[src/rtl/sha1_pkg.sv]
// Shared definitions for the SHA-1 message padder: FSM encoding, block constants
// and the final-word byte mask / 0x80 terminator insertion.
package sha1_pkg;

   typedef enum logic [2:0] {
      ST_DATA   = 3'd0,
      ST_PAD    = 3'd1,
      ST_ZERO   = 3'd2,
      ST_LEN_HI = 3'd3,
      ST_LEN_LO = 3'd4
   } sha1_state_e;

   localparam logic [31:0] PAD_WORD    = 32'h8000_0000;
   localparam int          BLOCK_WORDS = 16;

   // Keeps the first nbytes bytes (big-endian), puts 0x80 right after them and
   // zeros the rest. A full 4-byte word has no room for the terminator.
   function automatic logic [31:0] pad_last_word(input logic [31:0] data,
                                                 input logic [2:0]  nbytes);
      logic [31:0] w;
      case (nbytes)
         3'd0:    w = PAD_WORD;
         3'd1:    w = {data[31:24], 8'h80, 16'h0000};
         3'd2:    w = {data[31:16], 8'h80, 8'h00};
         3'd3:    w = {data[31:8], 8'h80};
         default: w = data;
      endcase
      return w;
   endfunction

endpackage

[src/rtl/sha1_pad.sv]
// SHA-1 message padder: streams message words through unchanged, then appends the
// 0x80 terminator, zero fill and the 64-bit big-endian bit length per 512-bit block.
module sha1_pad
   import sha1_pkg::*;
#(
   parameter int LEN_WIDTH = 64
) (
   input  logic        wb_clk_i,
   input  logic        reset_n,
   input  logic        in_valid,
   output logic        in_ready,
   input  logic [31:0] in_data,
   input  logic        in_last,
   input  logic [2:0]  in_bytes,
   output logic        out_valid,
   input  logic        out_ready,
   output logic [31:0] out_data,
   output logic        out_blk_last,
   output logic        out_msg_last,
   output logic        busy,
   output sha1_state_e dbg_state_o
);

   // Handshake: a word moves on a port only in a cycle where its valid and ready
   // are both high; valid never waits on ready, and out_data holds while stalled.

   localparam int          BCNT_W      = LEN_WIDTH - 3;
   localparam logic [3:0]  WCNT_LEN_HI = 4'(BLOCK_WORDS - 2);
   localparam logic [3:0]  WCNT_LAST   = 4'(BLOCK_WORDS - 1);

   sha1_state_e        state_q, state_d;
   logic [3:0]         wcnt_q, wcnt_d;
   logic [BCNT_W-1:0]  bcnt_q, bcnt_d;
   logic               busy_q, busy_d;

   logic [3:0]           wcnt_inc;
   logic [LEN_WIDTH-1:0] len_bits;
   logic [63:0]          len64;

   assign wcnt_inc = wcnt_q + 4'd1;
   assign len_bits = {bcnt_q, 3'b000};
   assign len64    = 64'(len_bits);

   always_ff @(posedge wb_clk_i) begin
      if (!reset_n) begin
         state_q <= ST_DATA;
         wcnt_q  <= 4'd0;
         bcnt_q  <= '0;
         busy_q  <= 1'b0;
      end else begin
         state_q <= state_d;
         wcnt_q  <= wcnt_d;
         bcnt_q  <= bcnt_d;
         busy_q  <= busy_d;
      end
   end

   always_comb begin
      state_d   = state_q;
      wcnt_d    = wcnt_q;
      bcnt_d    = bcnt_q;
      busy_d    = busy_q;
      out_valid = 1'b0;
      in_ready  = 1'b0;
      out_data  = 32'h0000_0000;

      case (state_q)
         ST_DATA: begin
            out_valid = in_valid;
            in_ready  = out_ready;
            out_data  = in_last ? pad_last_word(in_data, in_bytes) : in_data;
            if (in_valid && out_ready) begin
               busy_d = 1'b1;
               wcnt_d = wcnt_inc;
               if (in_last) begin
                  bcnt_d = bcnt_q + BCNT_W'(in_bytes);
                  // A full last word leaves no room for 0x80, so it gets its own word.
                  if (in_bytes >= 3'd4) begin
                     state_d = ST_PAD;
                  end else if (wcnt_inc == WCNT_LEN_HI) begin
                     state_d = ST_LEN_HI;
                  end else begin
                     state_d = ST_ZERO;
                  end
               end else begin
                  bcnt_d = bcnt_q + BCNT_W'(4);
               end
            end
         end

         ST_PAD: begin
            out_valid = 1'b1;
            out_data  = PAD_WORD;
            if (out_ready) begin
               wcnt_d  = wcnt_inc;
               state_d = (wcnt_inc == WCNT_LEN_HI) ? ST_LEN_HI : ST_ZERO;
            end
         end

         ST_ZERO: begin
            out_valid = 1'b1;
            if (out_ready) begin
               wcnt_d = wcnt_inc;
               if (wcnt_inc == WCNT_LEN_HI) begin
                  state_d = ST_LEN_HI;
               end
            end
         end

         ST_LEN_HI: begin
            out_valid = 1'b1;
            out_data  = len64[63:32];
            if (out_ready) begin
               wcnt_d  = wcnt_inc;
               state_d = ST_LEN_LO;
            end
         end

         ST_LEN_LO: begin
            out_valid = 1'b1;
            out_data  = len64[31:0];
            if (out_ready) begin
               wcnt_d  = 4'd0;
               bcnt_d  = '0;
               busy_d  = 1'b0;
               state_d = ST_DATA;
            end
         end

         default: begin
            state_d = ST_DATA;
         end
      endcase
   end

   assign out_blk_last = (wcnt_q == WCNT_LAST);
   assign out_msg_last = (state_q == ST_LEN_LO);
   assign busy         = busy_q;
   assign dbg_state_o  = state_q;

endmodule
[config.mk]
export PLATFORM = sky130hd
export DESIGN_NAME = sha1_pad
export DESIGN_NICKNAME = d
export VERILOG_FILES = /design/src/rtl/sha1_pkg.sv /design/src/rtl/sha1_pad.sv
export SDC_FILE = /design/constraint.sdc
export NUM_CORES = 1
export LEC_CHECK = 0
export CAP_MARGIN = 15
export CORE_MARGIN = 4
export CORE_UTILIZATION = 49
export CTS_CLUSTER_DIAMETER = 120
export DETAILED_ROUTE_END_ITERATION = 16
export PLACE_DENSITY = 0.77
export SETUP_SLACK_MARGIN = 0.2
export SKIP_CTS_REPAIR_TIMING = 1
export SLEW_MARGIN = 10
export SYNTH_ARGS = -nofsm -noshare
export SYNTH_HDL_FRONTEND = slang
export SYNTH_SLANG_ARGS = --single-unit
[constraint.sdc]
create_clock -name wb_clk_i -period 2.5 [get_ports wb_clk_i]
set_clock_uncertainty 0.2 [all_clocks]
set_input_delay 0.5 -clock wb_clk_i [delete_from_list [all_inputs] [get_ports wb_clk_i]]
set_output_delay 0.5 -clock wb_clk_i [all_outputs]
set_load 0.05 [all_outputs]
---- After elaboration in Yosys (flattened, before gate mapping) ----
Index checks and enable logic that the tools add are counted.
storage, ports and cells
  output and inout bits ................... 40
  input bits .............................. 40
  register bits after elaboration ......... 69
cells by class
  reduce and logical (&&, ||, !) cells .... 10
  eq/ne operators ......................... 17
  muxes and demuxes ....................... 26
  $add $sub $neg .......................... 3
  magnitude comparators ................... 1
operators by type and width
  operator                                                               count
  32-bit case mux with 4 select lines                                    2
  61-bit two-way mux                                                     3
  61-bit case mux with 2 select lines                                    1
  61-bit by 3-bit adder with 61-bit output                               1
  61-bit by 3-bit adder with 61-bit output, second input constant        1
  32-bit two-way mux                                                     1
  3-bit two-way mux                                                      7
  3-bit case mux with 5 select lines                                     1
  2-bit inequality test, second input constant                           7
  3-bit by 2-bit equality test with 1-bit output, second input constant  4
  4-bit two-way mux                                                      3
  4-bit case mux with 3 select lines                                     1
  4-bit equality test, second input constant                             2
  7-bit AND reduction                                                    1
  3-bit by 1-bit equality test with 1-bit output, second input constant  2
  3-bit logical NOT                                                      2
  4-bit by 1-bit adder with 4-bit output, second input constant          1
  1-bit two-way mux                                                      4
  1-bit case mux with 2 select lines                                     2
  4-bit AND reduction                                                    1
  4-bit OR reduction                                                     1
  3-bit equality test, second input constant                             1
  3-bit greater-or-equal comparator, second input constant               1
  3-bit AND reduction                                                    1
  other kinds (6)                                                        6

---- Logic depth before layout (Yosys ltp) ----
Gate-level depths: netlist (run 1).
  word-level depth ........................ 7
  depth in mapped cells ................... 8
  gate-level depth less buffers ........... 7

---- Least setup slack after synthesis (run 1) ----
OpenSTA, ideal clock, no wires.
  path type ............................... register to output
  start ................................... register state_q[2] (netlist: dbg_state_o[2])
  end ..................................... output port out_data[24]
  arrival time ............................ 2,485 ps
  setup slack ............................. -685 ps
  stages on the path, launching flop included .. 7
  cell sequence ........................... dfxtp_1 clkbuf_1 nand2_1 inv_1 clkbuf_1 a222oi_1 inv_1
on the way
  cells in the longest elaborated chain, start to end .. 2
  elaborated cells on any way between the ends .. 5
  those cells by class .................... eq/ne: 3; mux: 1; reduce/logical: 1
ends and longest elaborated chain
  what                                 RTL line        RTL
  start: declaration                   sha1_pad.sv:31  sha1_state_e state_q, state_d;
  start signal: assignment             sha1_pad.sv:51  state_q <= state_d;
  3-bit equality test                  --
  via out_msg_last                     sha1_pad.sv:19  output logic out_msg_last,
  32-bit case mux with 4 select lines  sha1_pad.sv:67  case (state_q)
  end: declaration                     sha1_pad.sv:17  output logic [31:0] out_data,
The timed path passes the listed nets, and every way through them passes these cells.

---- Worst setup path in the final report (run 1) ----
  start ................................... register state_q[1] (netlist: dbg_state_o[1])
  end ..................................... output port out_data[10]
on the way
  cells in the longest elaborated chain, start to end .. 2
  elaborated cells on any way between the ends .. 5
  those cells by class .................... eq/ne: 3; mux: 1; reduce/logical: 1
ends and longest elaborated chain
  what                                               RTL line
  3-bit equality test, or another cell as far along  sha1_pad.sv:67
  32-bit case mux with 4 select lines *              sha1_pad.sv:67
Mark *: on every way between the ends. The rest lies on a longest branch, timed or not.

==> results.json, run 1 <==
{
  "p_clk_share_pct": 33.1,
  "core_sq_mm": 0.00933,
  "synthToLayoutAreaGrowth_pct": 55.1,
  "clk_latency_ns": 0.36,
  "grt_pass1_vias": 5805,
  "crit_buf_inv": 6,
  "numPortBuffers": 79,
  "finalCritPeriodShare_pct": 107,
  "die_area_sq_mm": 0.0113,
  "cts_buffer_depth": 2,
  "drt_iter0_markers": 924,
  "p_per_area_mw_per_mm2": 387,
  "synthTopCellsByArea": "dfxtp_1, nand2_1, a222oi_1, nand3_1, or4_1",
  "ys_async_sr_fraction_pct": 0,
  "timing.final.crit_period_ns": 2.68,
  "start_kind": "flip-flop",
  "antenna_cells": 0,
  "critPathKind": "reg -> out",
  "r2r_start": "bcnt_q[36]",
  "num-nets-final": 863,
  "die_x_um": 106,
  "grt_pass1_wl_um": 29700,
  "p_switching_mw": 0.931,
  "crit_path_start": "dbg_state_o[1]",
  "status": "finished with violations",
  "clock_sinks": 69,
  "synth.most_common_cell": "nand2_1",
  "power_frac_seq_pct": 39.2,
  "p_int_mw": 1.92,
  "path_depth": 8,
  "synthCells": 647,
  "cts_root_buf": "clkbuf_8",
  "seq_area_frac_synth_pct": 29.1,
  "yosysUniqueCellTypes": 56,
  "dp_hpwl_um": 13600,
  "synth_ff_type": "dfxtp_1",
  "slew_headroom_pct": 65.0,
  "rsz0062_at_grt": "yes",
  "maxSlewViolCount": 0,
  "vias_per_cell": 6.83,
  "grt-ovfl-total": 0,
  "wl_um": 20700,
  "reg2reg_depth": 5,
  "dr.pass1.iters": 10,
  "synthAdderAreaFrac_pct": 2.00,
  "synth.top_cell.area_share_pct": 29.1,
  "cp_slowest_cell": "dfxtp_4",
  "syn-cell-area_sq_mm": 0.00475,
  "start_util_pct": 50.9,
  "cts_buffers": 9,
  "clkSlewWorstSetupHoldPaths_ns": 0.08,
  "final_cell_area_sq_mm": 0.00736,
  "netlist_top_cells_count": "nand2_1, dfxtp_1, clkbuf_1, nand3_1, inv_1",
  "comb_power_share_pct": 27.7,
  "ff2ff_setup_slack_ns": 0.08,
  "crit_top_cell": "buf_8",
  "vias": 6487,
  "synth_compound_area_share_pct": 26.6,
  "placed_cell_area_sq_mm": 0.00654,
  "drive_above_1_share_pct": 35.1,
  "synth_xor_area_share_pct": 0.923,
  "p_sw_share_pct": 32.7,
  "cts_tree": "yes",
  "synth_top_family_by_area": "simple AND/OR/NAND/NOR gates",
  "yosys.area_share.simple_pct": 33.3,
  "fin_ws_ns": -0.178,
  "ys_seq_elements": 69,
  "violations": "negative setup slack",
  "cp-endpoint": "out_data[10]",
  "grt.total_usage_pct": 32.3,
  "setup_viol": 31,
  "synth_mux_area_share_pct": 0.633,
  "crit_fanout": 7,
  "reg2reg_to": "bcnt_q[52]",
  "critPathTopFamily": "buffers and inverters",
  "crit_chain": "buf_8, nor3b_4, buf_6, clkbuf_16, buf_8, a222oi_1, inv_2, buf_12",
  "synth_edf_count": 0,
  "maxCapViolCount": 0,
  "fin_cells": 950,
  "num_io_pins": 80,
  "yosys_warnings": 0,
  "tightest_slew_ns": 0.524,
  "drtAntennaViolNets": 0,
  "crit_arrival_ns": 1.98,
  "hp-class": "reg -> reg",
  "fmax_mhz": 373,
  "die_h_um": 106,
  "syn-num-nets": 694,
  "wl_per_cell_um": 21.8,
  "gp_congestion": 0.970,
  "antenna_found_initial": 0,
  "avgSynthCellArea_sq_um": 7.34,
  "rows": 35,
  "placedCellCount": 901,
  "yosys.area.top_type": "dfxtp_1",
  "grt_max_degree": 31,
  "ir_drop_mv": 0.285,
  "h-tree-depth": 3,
  "p_leak_nw": 3.00,
  "worst_setup_path_end_kind": "output port",
  "required_ns": 1.80,
  "critPathMaxStageDelay_ns": 0.37,
  "drcViolationCount": 0,
  "finalHoldViolCount": 0
}
==> metal layers <==
layer,routed length [um],part of all wire (%),vias up,track usage (%)
li1,-,-,2824,-
met1,7680,37,3054,42.2
met2,9860,48,515,54.9
met3,2380,11,94,4.80
met4,822,4.0,0,10.2
met5,0,0,-,0
==> worst min-delay path by stage <==
stage                     from          to  slack [ns]  cells after the start
floorplan           bcnt_q[60]  bcnt_q[60]        0.26                      2
global placement          busy        busy        0.27                      2
detailed placement        busy        busy        0.30                      2
CTS                       busy        busy        0.31                      2
global route        bcnt_q[29]  bcnt_q[29]        0.33                      1
finish                    busy        busy        0.31                      2
==> cell families (layout without fill, tap and decap cells) <==
group / Yosys count / count (layout)
AO/OA/AOI/OAI: 177 / 177
XOR/XNOR: 5 / 5
adder cells (fa/ha/maj): 7 / 7
buffers and inverters: 92 / 266
flip-flops: 69 / 69
multiplexers: 3 / 3
AND/OR/NAND/NOR: 294 / 294
==> worst register-to-register path, cell delays in order, from the launching register on <==
cell and delay, ns:
dfxtp_4 0.37, nand4_4 0.11, or4_4 0.62, or4_4 0.54, or4_1 0.41, nand3_1 0.10
==> cells in the final DEF, fill, tap and decap left out, types with 26 or more instances in the layout <==
| master | synthesis | routed |
|---|---|---|
| o21ai_0 | 33 | 30 |
| nor2_1 | 29 | 27 |
| dfxtp_1 | 69 | 50 |
| nand3_1 | 45 | 42 |
| buf_4 | 0 | 108 |
| a21oi_1 | 29 | 27 |
| clkdlybuf4s50_1 | 0 | 36 |
| nand2_1 | 73 | 68 |
| inv_2 | 0 | 26 |
| buf_6 | 0 | 33 |
==> power groups by stage <==
stage / clock network (mW) / registers, mW / logic (mW)
after floorplan: 0 / 1.15 / 0.378
after global placement: 0 / 1.14 / 0.696
after detailed placement: 0 / 1.14 / 0.709
after CTS: 0.923 / 1.12 / 0.712
after global routing: 0.973 / 1.12 / 0.822
final: 0.942 / 1.12 / 0.790
==> area by class of cell <==
class,instances,area (sq um)
Clock buffer,13,139
Clock inverter,3,46.3
Fill cell,632,1970
Inverter,39,150
Multi-Input combinational cell,486,3320
Sequential cell,69,1420
Tap cell,129,161
Timing Repair Buffer,211,2130
==> state kept, by name, indices dropped and copies added, names as in the netlist <==
| name | flops |
|---|---|
| wcnt_q | 4 |
| bcnt_q | 61 |
| dbg_state_o | 3 |
| busy | 1 |
==> metrics by stage <==
step	setup TNS (ns)	hold WS (ns)	setup WS [ns]	total power, mW	util (%)
floorplan	0	0.259	0.0444	1.52	-
global placement	-32.31	0.272	-0.578	1.84	70.1
detailed placement	-35.43	0.297	-0.625	1.85	70.1
CTS	-18.25	0.313	-0.640	2.75	72.1
global route	-4.11	0.328	-0.227	2.91	78.9
finish	-2.47	0.309	-0.178	2.85	78.9
Note: power is estimated with default switching activity, not from simulation.
==> inputs of run 2 (changes only) <==
- PLACE_DENSITY: 0.77 -> 0.82
==> run 2 against run 1 <==
The flow still finishes with violations (negative setup slack). Combinational power is 3.9% higher. Cell count is 0.42% lower. Critical path depth is 1 higher. Hold slack better by 0.014 ns. Largest power group unchanged. First-iteration DRC count is 12% lower. Non-clock buffer count is 4 lower. Die area stayed put. Setup slack worse by 0.022 ns. Maximum frequency is 0.80% lower. Count of clock-buffer cells in the layout is 1 lower. Sequential power hardly changed.
==> results.json, run 2 (synthesis results as in run 1) <==
{
  "crit_chain": "buf_6, nor2_2, nand2_2, inv_2, buf_12, a222oi_1, buf_4, inv_2, buf_6",
  "hp-class": "reg -> reg",
  "placed_cell_area_sq_mm": 0.00653,
  "crit_arrival_ns": 2.00,
  "largest_register": "bcnt_q",
  "crit_fanout": 20,
  "p_total_mw": 2.92,
  "drcViolationCount": 0,
  "core_sq_mm": 0.00933,
  "timing.final.crit_period_ns": 2.70,
  "p_per_area_mw_per_mm2": 388,
  "gr-usage-met1_pct": 41.1,
  "cts_buffers": 9,
  "vias": 6578,
  "start_kind": "flip-flop",
  "fin_ws_ns": -0.199,
  "die_h_um": 106,
  "clkSlewWorstSetupHoldPaths_ns": 0.09,
  "critPathMaxStageDelay_ns": 0.40,
  "crit_buf_inv": 6,
  "grt_pass1_wl_um": 29800,
  "cts_root_buf": "clkbuf_8",
  "critPathTopFamily": "buffers and inverters",
  "timing.setup.tns_ns": -2.95,
  "maxSlewViolCount": 0,
  "grt-ovfl-total": 0,
  "drive_above_1_share_pct": 38.3,
  "dr.pass1.iters": 6,
  "worst_setup_path_end_kind": "output port",
  "cts_tree": "yes",
  "met3_usage_pct": 6.80,
  "required_ns": 1.80,
  "regArea_sq_mm": 0.00142,
  "layout_commonest_cell": "buf_4",
  "ir_drop_mv": 0.308,
  "grt.total_usage_pct": 32.5,
  "reg2reg_to": "bcnt_q[21]",
  "p_leak_nw": 3.04,
  "hold-path-endpoint": "bcnt_q[60]",
  "num_io_pins": 80,
  "clk_latency_ns": 0.36,
  "cts_buffer_depth": 2,
  "start_util_pct": 50.9,
  "finalCritPeriodShare_pct": 108,
  "fillers": 599,
  "dp_hpwl_um": 13800,
  "gp_congestion": 0.953,
  "grt_max_degree": 36,
  "rsz0062_at_grt": "yes",
  "final_cell_area_sq_mm": 0.00752,
  "cp_slowest_cell": "a222oi_1",
  "top_usage_layer": "met2",
  "h-tree-depth": 3,
  "hold_depth": 2,
  "rows": 35,
  "ff2ff_setup_slack_ns": 0.06,
  "synthToLayoutAreaGrowth_pct": 58.3,
  "setup_viol": 32,
  "largest_reg_flops": 61,
  "vias_per_cell": 6.95,
  "reg2reg_depth": 8,
  "num-nets-final": 859,
  "finalHoldViolCount": 0,
  "multi_input_area_sq_mm": 0.00344,
  "met2_usage_pct": 54.4,
  "numPortBuffers": 79,
  "fin_hold_ws_ns": 0.323,
  "min_from": "bcnt_q[60]",
  "slew_headroom_pct": 63.0,
  "r2r_start": "bcnt_q[2]",
  "critPathKind": "reg -> out",
  "violations": "negative setup slack",
  "wl_um": 21700,
  "antenna_found_initial": 0,
  "maxCapViolCount": 0,
  "mostFrequentLayoutCells": "buf_4, nand2_1, dfxtp_1",
  "fmax_mhz": 370,
  "tightest_slew_ns": 0.541,
  "drt_iter0_markers": 813,
  "die_area_sq_mm": 0.0113,
  "antenna_cells": 0,
  "status": "finished with violations",
  "clock_sinks": 69,
  "wl_per_cell_um": 23.0,
  "grt_pass1_vias": 5868,
  "drtAntennaViolNets": 0,
  "die_x_um": 106
}
[run 2: cell types whose count changed in the layout (fill, tap and decap cells not counted), moves of 3 or more]
cell      delta
clkbuf_1     -4
o21ai_0      -4
nand3_2      +5
buf_6        +3
nand3_1      -5
buf_4        -9
o21ai_2      +4
or4_1        -3
or4_4        +3
buf_8        +3
[run 2: final cells by class]
type	count	area share, %
inverters	39	2.00
flip-flops and latches	69	18.9
clock inverters	4	0.366
repair buffers	207	28.4
clock buffers	12	2.35
multi-input cells	486	45.8
well taps	129	2.15
[run 2: power by group]
part / switching [mW] / total, mW / internal (mW) / leakage, nW
Combinational: 0.458 / 0.821 / 0.363 / 2.36
Clock: 0.502 / 0.978 / 0.477 / 0.104
Sequential: 0.0143 / 1.12 / 1.10 / 0.568
[run 2: worst max path at each step]
stage	to	from	cells after the start	slack, ns
global placement	out_data[29]	in_last	7	-0.65
CTS	out_data[29]	in_last	7	-0.65
detailed placement	out_data[29]	in_last	7	-0.63
finish	out_data[20]	dbg_state_o[1]	9	-0.20
floorplan	out_data[30]	in_bytes[2]	6	0.04
global route	out_data[20]	dbg_state_o[1]	9	-0.22
[run 2: tightest hold or removal path, delay by kind of cell, from the launching register on]
family        cells  cell delay [ns]
flops             1             0.36
simple gates      2             0.12
[run 2: per-layer routing]
layer	vias to the layer above	share of wire, %
li1	2823	-
met1	3089	37
met2	548	47
met3	118	11
met4	0	4.9
met5	-	0
[run 2: per-stage QoR]
stage,util [%],worst slack [ns],std cells
2_1_floorplan,-,0.0444,647
3_3_place_gp,70.0,-0.647,899
3_5_place_dp,70.0,-0.635,899
4_1_cts,72.1,-0.653,915
5_1_grt,80.6,-0.223,946
6_report,80.6,-0.199,946
